===== src/rtl/branch_fb_queue_pkg.sv =====
`default_nettype none
// ============================================================================
// Module      : branch_fb_queue_pkg
// Description : Shared types for the branch feedback queue. Provides the
//               branch outcome encoding, the queue entry layout and the
//               queue depth used by the fetch stall logic.
// Revision    : 1.0 - initial release
// ============================================================================

`ifndef ADDR_WIDTH
`define ADDR_WIDTH 32
`endif

package branch_fb_queue_pkg;

  typedef enum logic {
    NOT_TAKEN = 1'b0,
    TAKEN     = 1'b1
  } BranchOutcome;

  localparam int BRANCH_FB_ADDR_WIDTH = `ADDR_WIDTH;

  // Outstanding-branch capacity; fetch stalls once this many are in flight.
  localparam int BRANCH_FB_DEPTH = 8;

  typedef struct packed {
    logic [BRANCH_FB_ADDR_WIDTH-1:0] pc;
    BranchOutcome                    prediction;
  } branch_fb_entry_t;

endpackage

`default_nettype wire


===== src/rtl/branch_fb_queue_sat.sv =====
`default_nettype none
// ============================================================================
// Module      : sat_counter
// Description : Up counter that stops at all-ones instead of wrapping.
// Ports       : clk, rst_n (async, active-low)
//               i_inc    - increment request for this cycle
//               o_count  - current count
// Revision    : 1.0 - initial release
// ============================================================================

module sat_counter #(
  parameter int WIDTH = 32
) (
  input  logic             clk,
  input  logic             rst_n,
  input  logic             i_inc,
  output logic [WIDTH-1:0] o_count
);

  logic [WIDTH-1:0] r_count;

  always_ff @(posedge clk or negedge rst_n) begin
    if (!rst_n) begin
      r_count <= '0;
    end else if (i_inc && (r_count != {WIDTH{1'b1}})) begin
      r_count <= r_count + WIDTH'(1);
    end
  end

  assign o_count = r_count;

endmodule

`default_nettype wire


===== src/rtl/branch_fb_queue.sv =====
`default_nettype none
// ============================================================================
// Module      : branch_fb_queue
// Description : In-order queue of predicted branches between fetch and
//               execute. Each resolution pops the oldest entry and drives a
//               registered feedback pulse to the predictor one cycle later.
//               Mispredictions and flushes squash younger entries. Saturating
//               counters track resolved and mispredicted branches.
// Ports       : clk, rst_n (async, active-low)
//               i_alloc_*  - new predicted branch from fetch
//               o_alloc_ready - queue has space
//               i_res_*    - resolution of the oldest branch
//               i_flush    - drop all outstanding entries
//               o_fb_*     - feedback to predictor (1 cycle after resolve)
//               o_mispredict, o_underflow - single-cycle status pulses
//               o_branch_count, o_mispredict_count - saturating counters
// Revision    : 1.0 - initial release
// ============================================================================

module branch_fb_queue
  import branch_fb_queue_pkg::*;
#(
  parameter int DEPTH      = BRANCH_FB_DEPTH,
  parameter int ADDR_WIDTH = BRANCH_FB_ADDR_WIDTH,
  parameter int CNT_WIDTH  = 32
) (
  input  logic                  clk,
  input  logic                  rst_n,
  input  logic                  i_alloc_valid,
  input  logic [ADDR_WIDTH-1:0] i_alloc_pc,
  input  BranchOutcome          i_alloc_prediction,
  output logic                  o_alloc_ready,
  input  logic                  i_res_valid,
  input  BranchOutcome          i_res_outcome,
  input  logic                  i_flush,
  output logic                  o_fb_valid,
  output logic [ADDR_WIDTH-1:0] o_fb_pc,
  output BranchOutcome          o_fb_prediction,
  output BranchOutcome          o_fb_outcome,
  output logic                  o_mispredict,
  output logic                  o_underflow,
  output logic [CNT_WIDTH-1:0]  o_branch_count,
  output logic [CNT_WIDTH-1:0]  o_mispredict_count
);

  localparam int PTR_W = $clog2(DEPTH);
  localparam logic [PTR_W:0] c_full  = (PTR_W+1)'(DEPTH);
  localparam logic [PTR_W:0] c_empty = '0;

  // Entry layout sized by this instance's PC width.
  typedef struct packed {
    logic [ADDR_WIDTH-1:0] pc;
    BranchOutcome          prediction;
  } entry_t;

  entry_t           r_mem [DEPTH];
  logic [PTR_W-1:0] r_head;
  logic [PTR_W-1:0] r_tail;
  logic [PTR_W:0]   r_occ;

  logic                  r_fb_valid;
  logic [ADDR_WIDTH-1:0] r_fb_pc;
  BranchOutcome          r_fb_prediction;
  BranchOutcome          r_fb_outcome;
  logic                  r_mispredict;
  logic                  r_underflow;

  logic             w_alloc_ready;
  logic             w_alloc_fire;
  logic             w_res_fire;
  logic             w_res_empty;
  logic             w_mispred;
  logic             w_squash;
  entry_t           w_head_entry;
  logic [PTR_W-1:0] w_head_next;
  logic [PTR_W-1:0] w_tail_next;
  logic [PTR_W:0]   w_occ_next;

  // Readiness comes from registered occupancy only, so a pop in the same
  // cycle never frees a slot for an allocation in that cycle.
  assign w_alloc_ready = (r_occ != c_full);
  assign w_alloc_fire  = i_alloc_valid && w_alloc_ready;
  assign w_res_fire    = i_res_valid && (r_occ != c_empty);
  assign w_res_empty   = i_res_valid && (r_occ == c_empty);
  assign w_head_entry  = r_mem[r_head];
  assign w_mispred     = w_res_fire && (w_head_entry.prediction != i_res_outcome);

  // A mispredict or flush makes every younger entry (including any
  // allocation arriving this cycle) wrong-path.
  assign w_squash      = w_mispred || i_flush;
  assign w_head_next   = w_res_fire ? (r_head + PTR_W'(1)) : r_head;

  always_comb begin
    w_tail_next = r_tail;
    w_occ_next  = r_occ;
    if (w_squash) begin
      // Empty queue: tail meets the post-pop head.
      w_tail_next = w_head_next;
      w_occ_next  = '0;
    end else begin
      if (w_alloc_fire) begin
        w_tail_next = r_tail + PTR_W'(1);
      end
      case ({w_alloc_fire, w_res_fire})
        2'b10:   w_occ_next = r_occ + (PTR_W+1)'(1);
        2'b01:   w_occ_next = r_occ - (PTR_W+1)'(1);
        default: w_occ_next = r_occ;
      endcase
    end
  end

  always_ff @(posedge clk or negedge rst_n) begin
    if (!rst_n) begin
      r_head <= '0;
      r_tail <= '0;
      r_occ  <= '0;
    end else begin
      r_head <= w_head_next;
      r_tail <= w_tail_next;
      r_occ  <= w_occ_next;
    end
  end

  // Entry storage carries no reset; occupancy alone defines validity.
  always_ff @(posedge clk) begin
    if (w_alloc_fire && !w_squash) begin
      r_mem[r_tail] <= '{pc: i_alloc_pc, prediction: i_alloc_prediction};
    end
  end

  // Feedback payload holds its last value between pulses.
  always_ff @(posedge clk or negedge rst_n) begin
    if (!rst_n) begin
      r_fb_valid      <= 1'b0;
      r_fb_pc         <= '0;
      r_fb_prediction <= NOT_TAKEN;
      r_fb_outcome    <= NOT_TAKEN;
      r_mispredict    <= 1'b0;
      r_underflow     <= 1'b0;
    end else begin
      r_fb_valid   <= w_res_fire;
      r_mispredict <= w_mispred;
      r_underflow  <= w_res_empty;
      if (w_res_fire) begin
        r_fb_pc         <= w_head_entry.pc;
        r_fb_prediction <= w_head_entry.prediction;
        r_fb_outcome    <= i_res_outcome;
      end
    end
  end

  sat_counter #(
    .WIDTH (CNT_WIDTH)
  ) u_branch_cnt (
    .clk     (clk),
    .rst_n   (rst_n),
    .i_inc   (w_res_fire),
    .o_count (o_branch_count)
  );

  sat_counter #(
    .WIDTH (CNT_WIDTH)
  ) u_mispredict_cnt (
    .clk     (clk),
    .rst_n   (rst_n),
    .i_inc   (w_mispred),
    .o_count (o_mispredict_count)
  );

  assign o_alloc_ready   = w_alloc_ready;
  assign o_fb_valid      = r_fb_valid;
  assign o_fb_pc         = r_fb_pc;
  assign o_fb_prediction = r_fb_prediction;
  assign o_fb_outcome    = r_fb_outcome;
  assign o_mispredict    = r_mispredict;
  assign o_underflow     = r_underflow;

endmodule

`default_nettype wire


===== config.mk =====
export PLATFORM = sky130hd
export DESIGN_NAME = branch_fb_queue
export DESIGN_NICKNAME = d
export VERILOG_FILES = /design/src/rtl/branch_fb_queue_pkg.sv /design/src/rtl/branch_fb_queue_sat.sv /design/src/rtl/branch_fb_queue.sv
export SDC_FILE = /design/constraint.sdc
export NUM_CORES = 1
export LEC_CHECK = 0
export CAP_MARGIN = 20
export CORE_ASPECT_RATIO = 1.5
export CORE_MARGIN = 2
export CORE_UTILIZATION = 52
export DETAILED_ROUTE_END_ITERATION = 7
export GPL_TIMING_DRIVEN = 1
export PLACE_DENSITY = 0.85
export SYNTH_ARGS = -nofsm -noshare
export SYNTH_HDL_FRONTEND = slang
export SYNTH_HIERARCHICAL = 1
export SYNTH_SLANG_ARGS = --single-unit

===== constraint.sdc =====
create_clock -name clk -period 5.25 [get_ports clk]
set_input_delay 0.525 -clock clk [delete_from_list [all_inputs] [get_ports clk]]
set_output_delay 0.525 -clock clk [all_outputs]
set_load 0.005 [all_outputs]

==> results of run 1 <==
==> per-stage QoR <==
stage	hold slack, ns	cells	area, sq um
floorplan	0.229	877	15100
global placement	0.459	1390	17000
detailed placement	0.470	1390	17000
CTS	0.0626	1447	18100
global route	0.113	1448	18100
finish	0.0308	1448	18100
==> cell families after synthesis <==
family / after synthesis
AOI/OAI and AO/OA: 54
xor gates and xnor gates: 67
adders and majority gates: 5
buffers and inverters: 39
DFF: 375
muxes: 107
and+or+nand+nor: 230
==> power by group <==
part	total (mW)	internal [mW]	switching [mW]
combinational	2.24	1.12	1.11
clock	2.51	1.48	1.03
sequential	3.78	3.56	0.223
total	8.53	6.16	2.37
==> placed cells by master (no fill, tap or decap), types with 3 or more instances in the layout <==
master                            synthesis  routed
sky130_fd_sc_hd__and4_1                   9       9
sky130_fd_sc_hd__nand4_1                 30      30
sky130_fd_sc_hd__nor4_4                   2       4
sky130_fd_sc_hd__and3_1                   5       5
sky130_fd_sc_hd__or4_4                    4       4
sky130_fd_sc_hd__clkbuf_1                15       4
sky130_fd_sc_hd__ha_1                     5       5
sky130_fd_sc_hd__nor3_2                   4       4
sky130_fd_sc_hd__o211ai_1                 5       5
sky130_fd_sc_hd__a31oi_1                  3       3
sky130_fd_sc_hd__clkbuf_16                0      31
sky130_fd_sc_hd__clkinv_2                 0       3
sky130_fd_sc_hd__buf_4                    0      16
sky130_fd_sc_hd__xor2_1                  11      11
sky130_fd_sc_hd__edfxtp_1               264     264
sky130_fd_sc_hd__bufinv_16                0       8
sky130_fd_sc_hd__o21ai_0                 34      34
sky130_fd_sc_hd__clkinv_1                 0       6
sky130_fd_sc_hd__nand3_1                 34      34
sky130_fd_sc_hd__nand2_1                 75      75
sky130_fd_sc_hd__clkdlybuf4s50_1          0     139
sky130_fd_sc_hd__dfrtp_1                111     108
sky130_fd_sc_hd__mux2_2                   4       4
sky130_fd_sc_hd__xnor2_1                 56      56
sky130_fd_sc_hd__nor4_1                   7       6
sky130_fd_sc_hd__mux2i_1                 34      34
sky130_fd_sc_hd__nor2_4                   0       6
sky130_fd_sc_hd__nor2_1                  34      28
sky130_fd_sc_hd__inv_1                    5       5
sky130_fd_sc_hd__mux4_2                  66      66
sky130_fd_sc_hd__nor3_1                   7       7
sky130_fd_sc_hd__a21oi_1                  5       5
==> final cells by class <==
type | instances | share of cell area, %
Timing Repair Buffer | 155 | 8.35
Sequential cell | 375 | 59.2
Clock inverter | 22 | 1.76
Antenna cell | 1 | 0.0138
Inverter | 7 | 0.145
Multi-Input combinational cell | 463 | 23.5
Clock buffer | 35 | 4.37
Tap cell | 390 | 2.70
==> state kept, by name, indices dropped and copies added, names as in the netlist <==
name                      flops
u_branch_cnt/o_count         32
o_fb_prediction               1
o_fb_outcome                  1
u_mispredict_cnt/o_count     32
r_tail                        3
r_occ                         4
o_fb_pc                      32
o_fb_valid                    1
r_mem                       264
o_underflow                   1
o_mispredict                  1
r_head                        3
==> metal layers <==
metal	global-route usage, %	share of wire [%]	vias to the layer above
met5	0	0	-
met2	36.9	54	303
li1	-	-	3715
met3	2.45	5.5	66
met4	7.44	3.1	0
met1	25.4	38	4216
==> worst min path at each step <==
| stage | depth (start not counted) | slack [ns] | from | end |
|---|---|---|---|---|
| 2_1_floorplan | 0 | 0.23 | rst_n | o_fb_outcome$_DFFE_PN0P_ |
| 3_3_place_gp | 2 | 0.46 | o_fb_prediction$_DFFE_PN0P_ | o_fb_prediction$_DFFE_PN0P_ |
| 3_5_place_dp | 2 | 0.47 | o_fb_pc[16]$_DFFE_PN0P_ | o_fb_pc[16]$_DFFE_PN0P_ |
| 4_1_cts | 1 | 0.06 | rst_n | u_branch_cnt/o_count[4]$_DFFE_PN0P_ |
| 5_1_grt | 1 | 0.11 | rst_n | u_branch_cnt/o_count[5]$_DFFE_PN0P_ |
| 6_report | 1 | 0.03 | rst_n | u_branch_cnt/o_count[5]$_DFFE_PN0P_ |
==> results.txt, run 1 <==
The pre-antenna-repair detailed-routing pass consisted of 5 iterations. The synthesized area per cell works out to 17.2 sq um. Synthesis produced a netlist with a net count of 921.

The die outline area was 0.0303 sq mm; the critical path required time was 5.52 ns. 141 I/O pins were placed. Setup violations remaining at the end of the flow were counted as 0. The critical path depth in cells is 8, and the final critical-path setup slack is 1.53 ns. The clock drives 375 sinks. In this run the worst setup path begins at r_occ[2]$_DFFE_PN0P_. The tools report the cell at the root of the clock tree as sky130_fd_sc_hd__clkbuf_16. Along the worst path, the maximum fanout reaches 72. The total routing usage reported by global routing is 20.5%, and the share of the synthesized netlist area taken by xor and xnor gates is 3.90%. Total count of max-transition violations in the final report: 0.

The worst pin sits at a relative slew slack of 39.9%. The tools report the routability congestion estimate as 0.861. Clock latency on the worst-skew pair, taken at its later pin, is 0.58 ns.

The die span in y came out at 212 um. The worst register-to-register path ends at r_mem[5][24]$_DFFE_PP_. The clock arrives with 0.0139 ns of skew. The critical path ends at r_mem[5][24]$_DFFE_PP_.

The detail route stage leaves a number of antenna-violating nets equal to 0. STA classifies the critical path startpoint as a flop. After synthesis, the share of cell area in mux cells is 12.7%. Among cell families on the critical path, the largest total delay comes from simple AND/OR/NAND/NOR gates.

After legalization and detailed placement, the total HPWL measured 19000 um. The commonest cells after synthesis are 264 x sky130_fd_sc_hd__edfxtp_1, 111 x sky130_fd_sc_hd__dfrtp_1, 75 x sky130_fd_sc_hd__nand2_1. The worst slack at placement is 1.24 ns.

In the post-synthesis netlist, the biggest area contributors are sky130_fd_sc_hd__edfxtp_1 53%, sky130_fd_sc_hd__dfrtp_1 18%, sky130_fd_sc_hd__mux4_2 9.9%, sky130_fd_sc_hd__xnor2_1 3.3%, sky130_fd_sc_hd__mux2i_1 2.3%. The number of cells on the worst reg-to-reg path is 8. The most common cell in the synthesized netlist is sky130_fd_sc_hd__edfxtp_1. For this run, the top clock speed supported by timing is 269 MHz. In the synthesized netlist the async set-or-reset flop fraction comes to 29.6%. The area growth from synthesis to layout is 20.2%. For this run, the leading register cell type out of synthesis is sky130_fd_sc_hd__edfxtp_1. The number of instances in the synthesized netlist was 877; the detailed-route via count was 8300. Registers take 0.0107 sq mm. Max-cap violations in this run came to 0. Entering global routing, the biggest net connects 73 pins. The post-synthesis simple-gate area fraction came out at 8.35%. The first global-routing pass estimated 47700 um of wire. The min-delay analysis places its worst path in the category in -> async. The initial antenna violation count was 1; the maximum root-to-sink buffer count was 3.

After global routing the overflow that remains totals 0. The arrival time at the worst endpoint came out at 3.99 ns. The share of the Yosys chip area taken by registers is 71.1%. The number of enable-type register cells in the synthesized netlist is 264, and the x dimension of the die is 143 um. Most area-hungry cell type in the Yosys netlist: sky130_fd_sc_hd__edfxtp_1.

The number of hold buffers added after CTS was 0. The worst path needs 3.72 ns of the cycle, external delays included. Average wire per standard cell: 21.0 um. The tools report the detailed-route DRC error count as 0. The synthesized netlist devotes 0.416% of its cell area to adder and majority cells.

The dominant combinational cell family by area after synthesis was multiplexers. Post-CTS timing repair inserted 0 buffers for setup. The starting density of the core was 52.6%; the fraction of post-synthesis cell area in the top cell type by area was 52.7%. For the final routed database, the setup TNS stands at 0 ns. For this run, the share of the core covered by cells in the final layout is 63.2%. In this run, CTS created clock tree buffers numbering 31. For the post-CTS resize count, the log shows 0. The category of the most critical setup path is reg -> reg. Number of levels the H-tree was split into: 1. The via count normalized by instance count came out at 5.73. The areal power density over the cells came out at 471 mW/mm^2. After floorplanning, the core was divided into 76 placement rows. After synthesis the netlist holds a flip-flop and latch count of 375. The core region is 0.0286 sq mm. The filler cells instantiated in the layout total 1892.

In the final layout, the share of cells above drive strength 1 is 16.1%. After the last flow step, the layout net total stands at 1077. The number of different library cells used by synthesis comes to 47. The run gives 8526 as the via count of the first global-routing pass. In this design, the critical path's most frequently occurring cell is sky130_fd_sc_hd__buf_4. IR analysis of the VDD net gives a maximum drop of 0.252 mV.

Summed over all cells, the static leakage comes to 6.34 nW. Number of hold violations in the final report: 0. The worst register-to-register path begins at r_occ[2]$_DFFE_PN0P_. The largest individual stage delay along the critical path comes from the cell sky130_fd_sc_hd__buf_4. In this run the register-to-register setup slack is 1.53 ns.

Wires add up to 30500 um. TritonCTS built the clock tree. The count of buffers from port buffering is 140. The flow ran to the end, and the final reports show no timing, DRC or antenna violations. The multi-input gate area in the final layout was 0.00425 sq mm.

The synthesized-area fraction occupied by ao, oa, aoi and oai cells came out at 2.36%. Clock-pin slew was measured on the worst setup and hold paths at 0.07 ns. The mapped netlist covers 0.0151 sq mm. The portion of the clock cycle consumed by the worst path in the final layout works out to 70.9%.

Setup repair after global routing left no endpoint under its margin. The critical path goes through o41ai_4, buf_4, nor2_1, mux2i_4, inv_2, or3_4, nor2_4, buf_4. Category of the worst setup path capture point: a flop. Counting both buffers and inverters, the worst setup path holds a total of 3.

The detailed router finished its first iteration with 651 violations. After layout, the design draws a total of 8.53 mW. For the pin with the worst max-slew slack, the measured transition is 0.901 ns. The Yosys step of the flow raised 6 warnings.

The maximum cell stage delay along the critical path came out at 0.64 ns.
(Power assumes the default switching activity.)
==> inputs of run 2 (changes only) <==
--- a/config.mk
+++ b/config.mk
@@ -8,10 +8,10 @@
 export CAP_MARGIN = 20
 export CORE_ASPECT_RATIO = 1.5
 export CORE_MARGIN = 2
-export CORE_UTILIZATION = 52
+export CORE_UTILIZATION = 55
 export DETAILED_ROUTE_END_ITERATION = 7
 export GPL_TIMING_DRIVEN = 1
-export PLACE_DENSITY = 0.85
+export PLACE_DENSITY = 0.86
 export SYNTH_ARGS = -nofsm -noshare
 export SYNTH_HDL_FRONTEND = slang
 export SYNTH_HIERARCHICAL = 1
==> constraint.sdc (replaced) <==
create_clock -name clk -period 3.6 [get_ports clk]
set_input_delay 0.36 -clock clk [delete_from_list [all_inputs] [get_ports clk]]
set_output_delay 0.36 -clock clk [all_outputs]
set_load 0.005 [all_outputs]
==> results.txt, run 2 (synthesis results as in run 1) <==
The flow ran to the end, and the final reports show no timing, DRC or antenna violations. The routability congestion estimate was 0.867 (was 0.861). Critical path launch point type: a flop (unchanged). The register containing the most flip-flops in the final layout was r_mem (unchanged).

Worst hold path class: in -> async (unchanged). The clock sink count was 375 (unchanged). The x dimension of the die works out to 139 um (was 143 um). The tools report the number of buffers inserted to repair setup after CTS as 0 (unchanged). Gate family responsible for the most delay along the worst path: simple AND/OR/NAND/NOR gates (unchanged).

The logs give 3.53 ns (was 3.99 ns) for the arrival time at the worst endpoint and 45.2% (was 44.4%) for the sequential share of power. The post-route standard cell area excluding fillers is 0.0181 sq mm (about the same), and the die span in y is 207 um (was 212 um). The number of cell rows is 74 (was 76), and the first-pass GRT wire length is 49100 um (was 47700 um). Setup repair after global routing left no endpoint under its margin. The depth of the most critical reg-to-reg path was 9 (was 8); the initial antenna violation count was 0 (was 1).

The tools report the detailed-route DRC error count as 0 (unchanged). Top library cells by usage in the layout, fill and taps aside: 264 x sky130_fd_sc_hd__edfxtp_1, 139 x sky130_fd_sc_hd__clkdlybuf4s50_1, 108 x sky130_fd_sc_hd__dfrtp_1, 75 x sky130_fd_sc_hd__nand2_1, 66 x sky130_fd_sc_hd__mux4_2 (unchanged). The max-capacitance violation count is 0 (unchanged). The logs give 8685 (was 8526) for the via count of the first global-routing pass and 19900 um (was 19000 um) for the final HPWL from detailed placement. The logs give 141 (unchanged) for the top-level I/O count and 31 (unchanged) for the number of buffers inserted during clock tree synthesis. For the detailed-route via count, the log shows 8459 (was 8300). The run gives 1766 (was 1892) as the layout filler cell count. Portion of the clock cycle consumed by the worst path in the final layout: 84.3% (was 70.9%).

The area added between synthesis and finish came out at 20.2% (about the same). The critical path depth in cells was 9 (was 8). The count of buffering cells on the critical path with inverters included was 1 (was 3); the later-pin clock latency in the skew report was 0.58 ns (about the same). Count of buffers from port buffering: 140 (unchanged). The number of hold violations in the final report is 0 (unchanged), and the DRC violation total after the first TritonRoute iteration is 510 (was 651). The area of the core was 0.0270 sq mm (was 0.0286 sq mm). Maximum root-to-sink buffer count: 3 (unchanged). The combinational fraction of design power was 26.8% (was 26.2%). The logs give 0 (unchanged) for the total count of max-transition violations in the final report and 55.7% (was 52.6%) for the starting density of the core. TritonCTS built the clock tree. For the post-placement cell area, the log shows 0.0170 sq mm (about the same).

The category of the most critical setup path was reg -> reg (unchanged). The total negative slack for setup checks was 0 ns (unchanged); the number of levels the H-tree was split into was 1 (unchanged). The leakage dissipation is 6.37 nW (was 6.34 nW).

The worst hold slack across all endpoints was 0.399 ns (was 0.0308 ns). The transition time at the pin with the least slew margin came out at 0.922 ns (was 0.901 ns). The clock-pin slew of the registers on the worst-case setup and hold paths is 0.07 ns (about the same), and the switching part of the total is 28.6% (was 27.8%). The number of nets at the end of the flow is 1086 (was 1077). The areal power density over the cells is 679 mW/mm^2 (was 471 mW/mm^2). The tools report the category of the worst setup path capture point as a flop (unchanged). The maximum clock rate is 329 MHz (was 269 MHz). The run gives 0 (unchanged) as the number of failing setup endpoints in the final timing report.

The net load switching power is 3.51 mW (was 2.37 mW). For the internal power, the log shows 8.77 mW (was 6.16 mW). Crit path cell chain: mux4_2, mux2_2, mux2i_4, inv_2, and3_1, nor2b_1, nand4_1, nor4_2, xor2_1 (was o41ai_4, buf_4, nor2_1, mux2i_4, inv_2, or3_4, nor2_4, buf_4).

The run gives 38.5% (was 39.9%) as the worst slew slack as a fraction of its limit. The most common cell after layout, fill and taps aside is sky130_fd_sc_hd__edfxtp_1 (unchanged). The total iterations of the first detailed-routing run is 5 (unchanged), and the clock period minus final worst setup slack is 3.04 ns (was 3.72 ns). The clock power share is 28.0% (was 29.4%), and the clock skew after layout is 0.0181 ns (was 0.0139 ns). The tools report the total routing usage reported by global routing as 22.1% (was 20.5%). The number of antenna repair diodes was 0 (was 1); the average wire per standard cell was 22.4 um (was 21.0 um). The master of the slowest instance on the critical path was sky130_fd_sc_hd__nor2b_1 (was sky130_fd_sc_hd__buf_4). The via count normalized by instance count works out to 6.00 (was 5.73). The global route total overflow is 0 (unchanged), and the maximum number of pins on one net before global-route repair is 67 (was 73). Maximum fanout encountered on the critical timing path: 10 (was 72).

The share of cells above drive strength 1 was 17.2% (was 16.1%); the maximum cell stage delay along the critical path was 0.50 ns (was 0.64 ns). Critical path required time: 4.09 ns (was 5.52 ns). For the count of nets left with antenna violations after detail routing, the log shows 0 (unchanged).

The die outline area was 0.0287 sq mm (was 0.0303 sq mm). The cell at the root of the clock tree was sky130_fd_sc_hd__clkbuf_16 (unchanged). The worst IR drop on VDD is 0.585 mV (was 0.252 mV). The final wirelength was 31500 um (was 30500 um). The number of flip-flops in the largest register came out at 264 (unchanged).
[run 2: cell types whose count changed in the layout (fill, tap and decap cells not counted)]
| cell | delta |
|---|---|
| sky130_fd_sc_hd__buf_12 | +3 |
| sky130_fd_sc_hd__buf_4 | +5 |
| sky130_fd_sc_hd__bufinv_16 | -4 |
| sky130_fd_sc_hd__clkbuf_1 | -1 |
| sky130_fd_sc_hd__clkinv_1 | -4 |
| sky130_fd_sc_hd__clkinv_2 | +1 |
| sky130_fd_sc_hd__clkinv_4 | +4 |
| sky130_fd_sc_hd__clkinvlp_4 | +1 |
| sky130_fd_sc_hd__diode_2 | -1 |
| sky130_fd_sc_hd__dlygate4sd3_1 | +1 |
| sky130_fd_sc_hd__inv_6 | +3 |
| sky130_fd_sc_hd__inv_8 | +1 |
[run 2: power groups by stage]
stage / combinational (mW) / clock, mW / sequential [mW]
6_report: 3.29 / 3.44 / 5.55
5_1_grt: 3.56 / 3.67 / 5.60
4_1_cts: 3.35 / 3.51 / 5.55
3_5_place_dp: 3.30 / 0 / 5.62
3_3_place_gp: 3.21 / 0 / 5.59
2_1_floorplan: 2.08 / 0 / 5.54
[run 2: layout make-up]
class	instances	area [sq um]	share of cell area (%)
Clock buffer	34	787	4.35
Clock inverter	24	269	1.49
Inverter	7	26.3	0.145
Multi-Input combinational cell	463	4250	23.5
Sequential cell	375	10700	59.2
Tap cell	342	428	2.37
Timing Repair Buffer	164	1620	8.95
[run 2: layer usage]
layer	share of wire [%]	vias up	wire [um]	track usage, %
met5	0	-	0	0
met4	2.7	0	840	7.47
met3	5.2	58	1630	2.72
met2	54	305	17000	41.0
met1	38	4366	12100	27.0
li1	-	3730	-	-
[run 2: final timing paths]
check	startpoint	end	slack (ns)
setup / recovery	r_head[0]$_DFF_PN0_	u_mispredict_cnt/o_count[29]$_DFFE_PN0P_	0.56
hold / removal	rst_n	u_branch_cnt/o_count[23]$_DFFE_PN0P_	0.40
setup reg to reg	r_head[0]$_DFF_PN0_	u_mispredict_cnt/o_count[29]$_DFFE_PN0P_	0.56
hold reg to reg	o_fb_outcome$_DFFE_PN0P_	o_fb_outcome$_DFFE_PN0P_	0.48
max in group asynchronous	rst_n	o_fb_pc[8]$_DFFE_PN0P_	2.38
min in group clk	o_fb_outcome$_DFFE_PN0P_	o_fb_outcome$_DFFE_PN0P_	0.48
[run 2: what timing repair did]
action | in CTS | in global routing
resized for setup | 0 | 0
hold buffers | 1 | 0
endpoints found under the hold margin | 53 | 0
[run 2: per-stage QoR]
step | worst slack, ns | power, mW | cells | util [%]
6_report | 0.565 | 12.3 | 1409 | 66.9
5_1_grt | 0.417 | 12.8 | 1409 | 66.9
4_1_cts | 0.587 | 12.4 | 1409 | 66.9
3_5_place_dp | 0.647 | 8.92 | 1350 | 63.0
3_3_place_gp | 0.688 | 8.80 | 1350 | 63.0
2_1_floorplan | -0.351 | 7.62 | 877 | -
